$ cat src/rtl/lag2_sched_pkg.sv
// lag2_sched_pkg: shared sizes and FSM state encoding for the lag-2 diff scheduler
package lag2_sched_pkg;
  localparam int N_REQ = 4;
  localparam int WIDTH = 8;
  localparam int CNT_W = 3;
  localparam int ID_W = 2;
  typedef enum logic [1:0] {IDLE = 2'd0, SHIFT = 2'd1, DONE = 2'd2} state_t;
endpackage

$ cat src/rtl/lag2_diff_core.sv
// lag2_diff_core: flags in != bit two valid cycles earlier (clk, reset, clr, in, valid -> diff)
module lag2_diff_core (
  input  logic clk,
  input  logic reset,
  input  logic clr,
  input  logic in,
  input  logic valid,
  output logic diff
);
  logic [1:0] hist;
  logic [1:0] warm;
  assign diff = valid && warm == 2'd2 && (in ^ hist[1]);
  always_ff @(posedge clk) begin
    if (reset || clr) begin
      hist <= '0;
      warm <= '0;
    end else if (valid) begin
      hist <= {hist[0], in};
      warm <= warm == 2'd2 ? warm : warm + 2'd1;
    end
  end
endmodule

$ cat src/rtl/lag2_diff_sched.sv
// lag2_diff_sched: round-robin job arbiter, LSB-first serializer with lag-2 diff count (req/req_data in; gnt, busy, bit_valid, bit_out, diff_out, done, done_id, diff_cnt out)
module lag2_diff_sched
  import lag2_sched_pkg::*;
#(
  parameter int N_REQ = lag2_sched_pkg::N_REQ,
  parameter int WIDTH = lag2_sched_pkg::WIDTH
) (
  input  logic                   clk,
  input  logic                   reset,
  input  logic [N_REQ-1:0]       req,
  input  logic [N_REQ*WIDTH-1:0] req_data,
  output logic [N_REQ-1:0]       gnt,
  output logic                   busy,
  output logic                   bit_valid,
  output logic                   bit_out,
  output logic                   diff_out,
  output logic                   done,
  output logic [ID_W-1:0]        done_id,
  output logic [CNT_W-1:0]       diff_cnt
);
  localparam int KW = $clog2(WIDTH);
  state_t state, state_nx;
  logic [ID_W-1:0] ptr, win, id;
  logic [WIDTH-1:0] sreg;
  logic [KW-1:0] k;
  logic [CNT_W-1:0] cnt;
  logic grant, diff, last;
  always_comb begin
    win = '0;
    for (int i = N_REQ - 1; i >= 0; i--)
      if (req[(int'(ptr) + i) % N_REQ]) win = ID_W'((int'(ptr) + i) % N_REQ);
  end
  assign grant = state == IDLE && |req && !reset;
  assign last = k == KW'(WIDTH - 1);
  always_ff @(posedge clk) state <= reset ? IDLE : state_nx;
  always_comb
    state_nx = state == IDLE  ? (grant ? SHIFT : IDLE) :
               state == SHIFT ? (last ? DONE : SHIFT) : IDLE;
  always_comb begin
    gnt = grant ? N_REQ'(1) << win : '0;
    busy = grant || state != IDLE;
    bit_valid = state == SHIFT;
    bit_out = bit_valid & sreg[0];
    diff_out = diff;
    done = state == DONE && !reset;
  end
  lag2_diff_core u_core (
    .clk(clk),
    .reset(reset),
    .clr(grant),
    .in(sreg[0]),
    .valid(bit_valid),
    .diff(diff)
  );
  always_ff @(posedge clk) begin
    if (reset) begin
      ptr <= '0;
      id <= '0;
      sreg <= '0;
      k <= '0;
      cnt <= '0;
      diff_cnt <= '0;
      done_id <= '0;
    end else if (grant) begin
      ptr <= ID_W'((int'(win) + 1) % N_REQ);
      id <= win;
      sreg <= req_data[WIDTH*win +: WIDTH];
      k <= '0;
      cnt <= '0;
    end else if (state == SHIFT) begin
      sreg <= sreg >> 1;
      k <= k + KW'(1);
      cnt <= cnt + CNT_W'(diff);
      if (last) begin
        diff_cnt <= cnt + CNT_W'(diff);
        done_id <= id;
      end
    end
  end
endmodule

$ cat config.mk
export PLATFORM = sky130hd
export DESIGN_NAME = lag2_diff_sched
export DESIGN_NICKNAME = d
export VERILOG_FILES = /design/src/rtl/lag2_sched_pkg.sv /design/src/rtl/lag2_diff_core.sv /design/src/rtl/lag2_diff_sched.sv
export SDC_FILE = /design/constraint.sdc
export NUM_CORES = 1
export LEC_CHECK = 0
export CORE_ASPECT_RATIO = 1.25
export CORE_MARGIN = 5
export CORE_UTILIZATION = 49
export CTS_CLUSTER_SIZE = 30
export DETAILED_ROUTE_END_ITERATION = 10
export GPL_ROUTABILITY_DRIVEN = 0
export PLACE_DENSITY_LB_ADDON = 0.25
export SLEW_MARGIN = 20
export SYNTH_ARGS = -nofsm -noshare
export SYNTH_HDL_FRONTEND = slang
export SYNTH_SLANG_ARGS = --single-unit
$ cat constraint.sdc
create_clock -name clk -period 3.6 [get_ports clk]
set_input_delay 0.9 -clock clk [delete_from_list [all_inputs] [get_ports clk]]
set_output_delay 0.9 -clock clk [all_outputs]
set_load 0.02 [all_outputs]
* Word level (Yosys, flattened, before mapping)
Cells that the tools add are included.
Storage, ports and cells: RAM bits 0, bits in read-only memories 0, logic and storage cells 74, memories kept 0, input port bits 38, register bits 29, latch bits 0
Cells by class: order comparisons 4, reductions and logical operators 18, divide/modulo/power cells 0, shift operators 2, add/sub/neg operators 7, multipliers 0, muxes and demuxes 22, eq/ne operators 4, bitwise logic cells 7
Operators by type and width (number):
- $shiftx A32 B6 Y8 | 1
- $mux W8 | 2
- $mux W2 | 7
- $lt A3 B4 Y1 const B | 3
- $bmux W1 S2 | 4
- $mux W1 | 8
- $reduce_or A2 Y1 | 4
- $add A2 B1 Y2 const B | 3
- $logic_and A1 B1 Y1 | 5
- $add A2 B2 Y2 const B | 2
- $eq A2 B2 Y1 const B | 2
- $mux W4 | 1
- $reduce_bool A2 Y1 | 2
- $reduce_or A4 Y1 | 1
- $shl A1 B2 Y4 const A | 1
- $add A3 B1 Y3 | 1
- $add A3 B1 Y3 const B | 1
- $and A1 B1 Y1 const A | 3
- $eq A3 B3 Y1 const B | 1
- $lt A2 B3 Y1 const B | 1
- $reduce_and A3 Y1 | 1
- $eq A2 B1 Y1 const B | 1
- $logic_not A2 Y1 | 1
- $logic_or A1 B1 Y1 | 2
- other kinds (5) | 6

* Depth between registers and ports, before layout
depth after elaboration 12, mapped depth 11

* By module
From an unflattened synthesis, not the netlist that was laid out.
Second synthesis, totals: cells, all modules 185, area total of the unflattened synthesis 1610.3 sq um
By module, submodules not included:
- lag2_diff_sched | times used 1, seq. area each 500.5 sq um, cells each 168, area each 1426.4 sq um
- lag2_diff_core | times used 1, seq. area each 80.1 sq um, cells each 17, area each 183.9 sq um

* Worst setup path before layout
No wires, ideal clock.
kind input to output, start input port req[2], end output port gnt[1], cell stages on the path 8, path slack 0.500 ns, arrival time 2.200 ns, buffers on the path 2, cells stage by stage nor2b_1 -> a221o_1 -> and2_4 -> buf_6 -> buf_4 -> inv_1 -> ha_1 -> and2_1
On the way: cells in the longest elaborated chain, start to end 9, elaborated cells between the ends (all ways) 20, classes of those cells 1 x shift; 16 x mux; 3 x reduce/logical
Ends and longest elaborated chain:
- start, declared | line lag2_diff_sched.sv:10 | input logic [N_REQ-1:0] req,
- $bmux W1 S2 | line lag2_diff_sched.sv:31 | if (req[(int'(ptr) + i) % N_REQ]) win = ID_W'((int'(ptr) + i) % N_REQ);
- $mux W1 (not written as such) (2 in series) | line lag2_diff_sched.sv:31
- $mux W2 (3 in series) | line lag2_diff_sched.sv:31
- $mux W2 * | line lag2_diff_sched.sv:31
- via win[1] | line lag2_diff_sched.sv:23 | logic [ID_W-1:0] ptr, win, id;
- $shl A1 B2 Y4 * | line lag2_diff_sched.sv:40 | gnt = grant ? N_REQ'(1) << win : '0;
- $mux W4 * | line lag2_diff_sched.sv:40
- end, declared | line lag2_diff_sched.sv:12 | output logic [N_REQ-1:0] gnt,
The timed path passes the listed nets; every way through them passes the cells marked *. The select of a mux whose other input is x is not followed.

* Worst setup path after layout
start input port req[3], end output port busy
On the way: cells in the longest elaborated chain, start to end 4
Ends and longest elaborated chain:
- $reduce_or A4 Y1 | line lag2_diff_sched.sv:33 | assign grant = state == IDLE && |req && !reset;
- $logic_and A1 B1 Y1 (2 in series) | line lag2_diff_sched.sv:33
- $logic_or A1 B1 Y1 | line lag2_diff_sched.sv:41 | busy = grant || state != IDLE;
- end, declared | line lag2_diff_sched.sv:13 | output logic busy,
Every way passes these cells.

==> impl_metrics.tcl <==
set metrics [dict create \
    syn_area_per_cell_um2 8.70 \
    coreArea_um2 3170 \
    synth_seq_cells 29 \
    nFillCells 249 \
    post_dp_cell_area_um2 2260 \
    cp.arrival_ps 2610 \
    grtUsageTotal_pct 21.3 \
    cts_root_buffer "clkbuf_8" \
    drc 0 \
    critPathRequiredTime_ps 2700 \
    synth_cell_types 36 \
    drv_cap 0 \
    fp-row-count 23 \
    status "finished, final reports clean" \
    hold_path.class "register to register" \
    fin_crit_sh_pct 97.6 \
    powerDensity_nw_per_um2 381 \
    syn_area_um2 1590 \
    place_hpwl_mm 3.29 \
    portBuffers 51 \
    pin_count 52 \
    ys_seq_area_share_pct 36.4 \
    drive_above_1_share_pct 18.3 \
    antenna_left 0 \
    fp.dieH_um 73.7 \
    worstMarginPinSlew_ps 492 \
    setup_viol 0 \
    worstSetupStartpointType "input port" \
    firstDrtPassIters 4 \
    via_per_inst 5.43 \
    synth_top_cell_area_share_pct 36.4 \
    syn_inst 183 \
    criticalPathCategory "input port to output port" \
    cts.sinks 29 \
    async_reset_ff_share_pct 0 \
    fmax_ghz 0.285 \
    syn_to_final_growth_pct 47.4 \
    path_clk_slew_ps 60 \
    yosys_warnings 0 \
    synth_area_leader_cell "dfxtp_1" \
    layout.cells.most_common "clkdlybuf4s50_1" \
    cts_tree "done" \
    ys_top_cells_by_area "dfxtp_1 36%, mux2i_1 11%, nand2_1 7.5%" \
    period_minus_slack_ps 3510 \
    syn_nets 230 \
    diodes 0 \
    wl_per_cell_um 15.3 \
    synthFlopType "dfxtp_1" \
    final_core_util_pct 74.2 \
    drt-initial-drc-count 58 \
    r2r_setup_slack_ps 1580 \
    skew_ps 2.95 \
    synth_enable_flop_cells 0 \
    vdd_ir_drop_max_mv 0.345 \
    cts_buffer_depth 2 \
    cts_max_level 2 \
    drt-total-wl_mm 4.40 \
    fin_nets 298 \
    grt_pass1_wl_mm 7.05 \
    antenna_found_initial 0 \
    cts_buffers 5 \
    holdWs_ps 451 \
    layout_common_cells "45 x clkdlybuf4s50_1, 32 x nand2_1, 29 x dfxtp_1, 20 x buf_4, 17 x mux2i_1" \
    endpoint_kind "output port" \
    relSlewSlack_pct 67.1 \
    dieArea_um2 4500 \
    grt_max_degree 21 \
    finalInstanceArea_um2 2350 \
    maxSlewViolCount 0 \
    power_w 0.000895 \
    clk_latency_ps 280 \
    setup_tns_ps 0 \
    start_util_pct 50.3 \
    die_x_um 61.0 \
    grt_overflow 0 \
    crit_fanout 3 \
    leakage_nw 0.988 \
    first_global_vias 1623 \
    cts_setup_buffers 0 \
    rsz0062_at_grt "false" \
    hold_viol_final 0 \
    num_vias 1564 \
]
through the flow:
| step | worst slack (ps) | cells |
|---|---|---|
| 3_5_place_dp | -378 | 281 |
| 2_1_floorplan | 500 | 183 |
| 5_1_grt | 19.0 | 288 |
| 6_report | 87.6 | 288 |
| 3_3_place_gp | -303 | 281 |
| 4_1_cts | 4.72 | 288 |
registers in the layout (all words and copies together), names as in the netlist:
signal and cells:
diff_cnt 3, sreg 8, ptr 2, cnt 3
done_id 2, state 2, id 2, u_core.warm 2
k 3, u_core.hist 2
what timing repair did:
item,4_1_cts,5_1_grt
gates resized for setup,14,5
hold buffers,0,0
hold endpoints to repair,0,0
endpoints found under the setup margin,4,5
final timing paths:
| kind | startpoint | cells past startpoint | to |
|---|---|---|---|
| setup / recovery | req[3] | 6 | busy |
| hold reg to reg | diff_cnt[1]$_SDFFE_PP0P_ | 2 | diff_cnt[1]$_SDFFE_PP0P_ |
| setup reg to reg | ptr[1]$_SDFFE_PP0P_ | 7 | sreg[1]$_SDFFE_PP0P_ |
| hold / removal | diff_cnt[1]$_SDFFE_PP0P_ | 2 | diff_cnt[1]$_SDFFE_PP0P_ |
cell type report:
| cell class | instances | area (um^2) | area share (%) |
|---|---|---|---|
| multi-input combinational | 138 | 960 | 40.9 |
| timing repair buffer | 71 | 652 | 27.8 |
| sequential | 29 | 581 | 24.7 |
| clock buffer | 7 | 86.3 | 3.68 |
| tap | 37 | 46.3 | 1.97 |
| inverter | 6 | 22.5 | 0.959 |
synth_stat cells (3+ instances only):
cell,count
a221oi_1,7
ha_1,9
inv_1,6
nand3_1,5
mux2i_1,17
xnor2_1,3
clkbuf_1,7
nand2_1,32
and2_1,4
a31o_2,7
nand2b_1,3
a21oi_1,14
dfxtp_1,29
nor2_1,15
cells by family (layout without fill, tap and decap cells):
kind of cell	count (synthesis)	in the layout	synth area share (%)
and+or+nand+nor	69	69	20.3
xor gates and xnor gates	5	5	2.75
DFF	29	29	36.4
AOI/OAI and AO/OA	37	37	17.3
buffers and inverters	16	84	4.56
adders and majority gates	9	9	7.07
muxes	18	18	11.6
layer usage:
layer	vias to the layer above	routed length, um	share of wire, %	track usage (%)
li1	778	-	-	-
met1	707	1640	37	21.4
met2	63	2300	52	38.8
met3	16	292	6.6	6.33
met4	0	163	3.7	9.88
met5	-	0	0	0
critical path: stages:
cell and delay [ps]:
clkdlybuf4s50_1 450, buf_4 160, o41ai_4 330, buf_4 160, o21ai_0 60, clkdlybuf4s50_1 550
power breakdown:
group	internal (W)	leakage, nW	switching [W]
combinational	0.000142	0.707	0.000125
sequential	0.000344	0.237	0.0000168
clock	0.000151	0.0443	0.000117
Note: power is estimated with default switching activity, not from simulation.
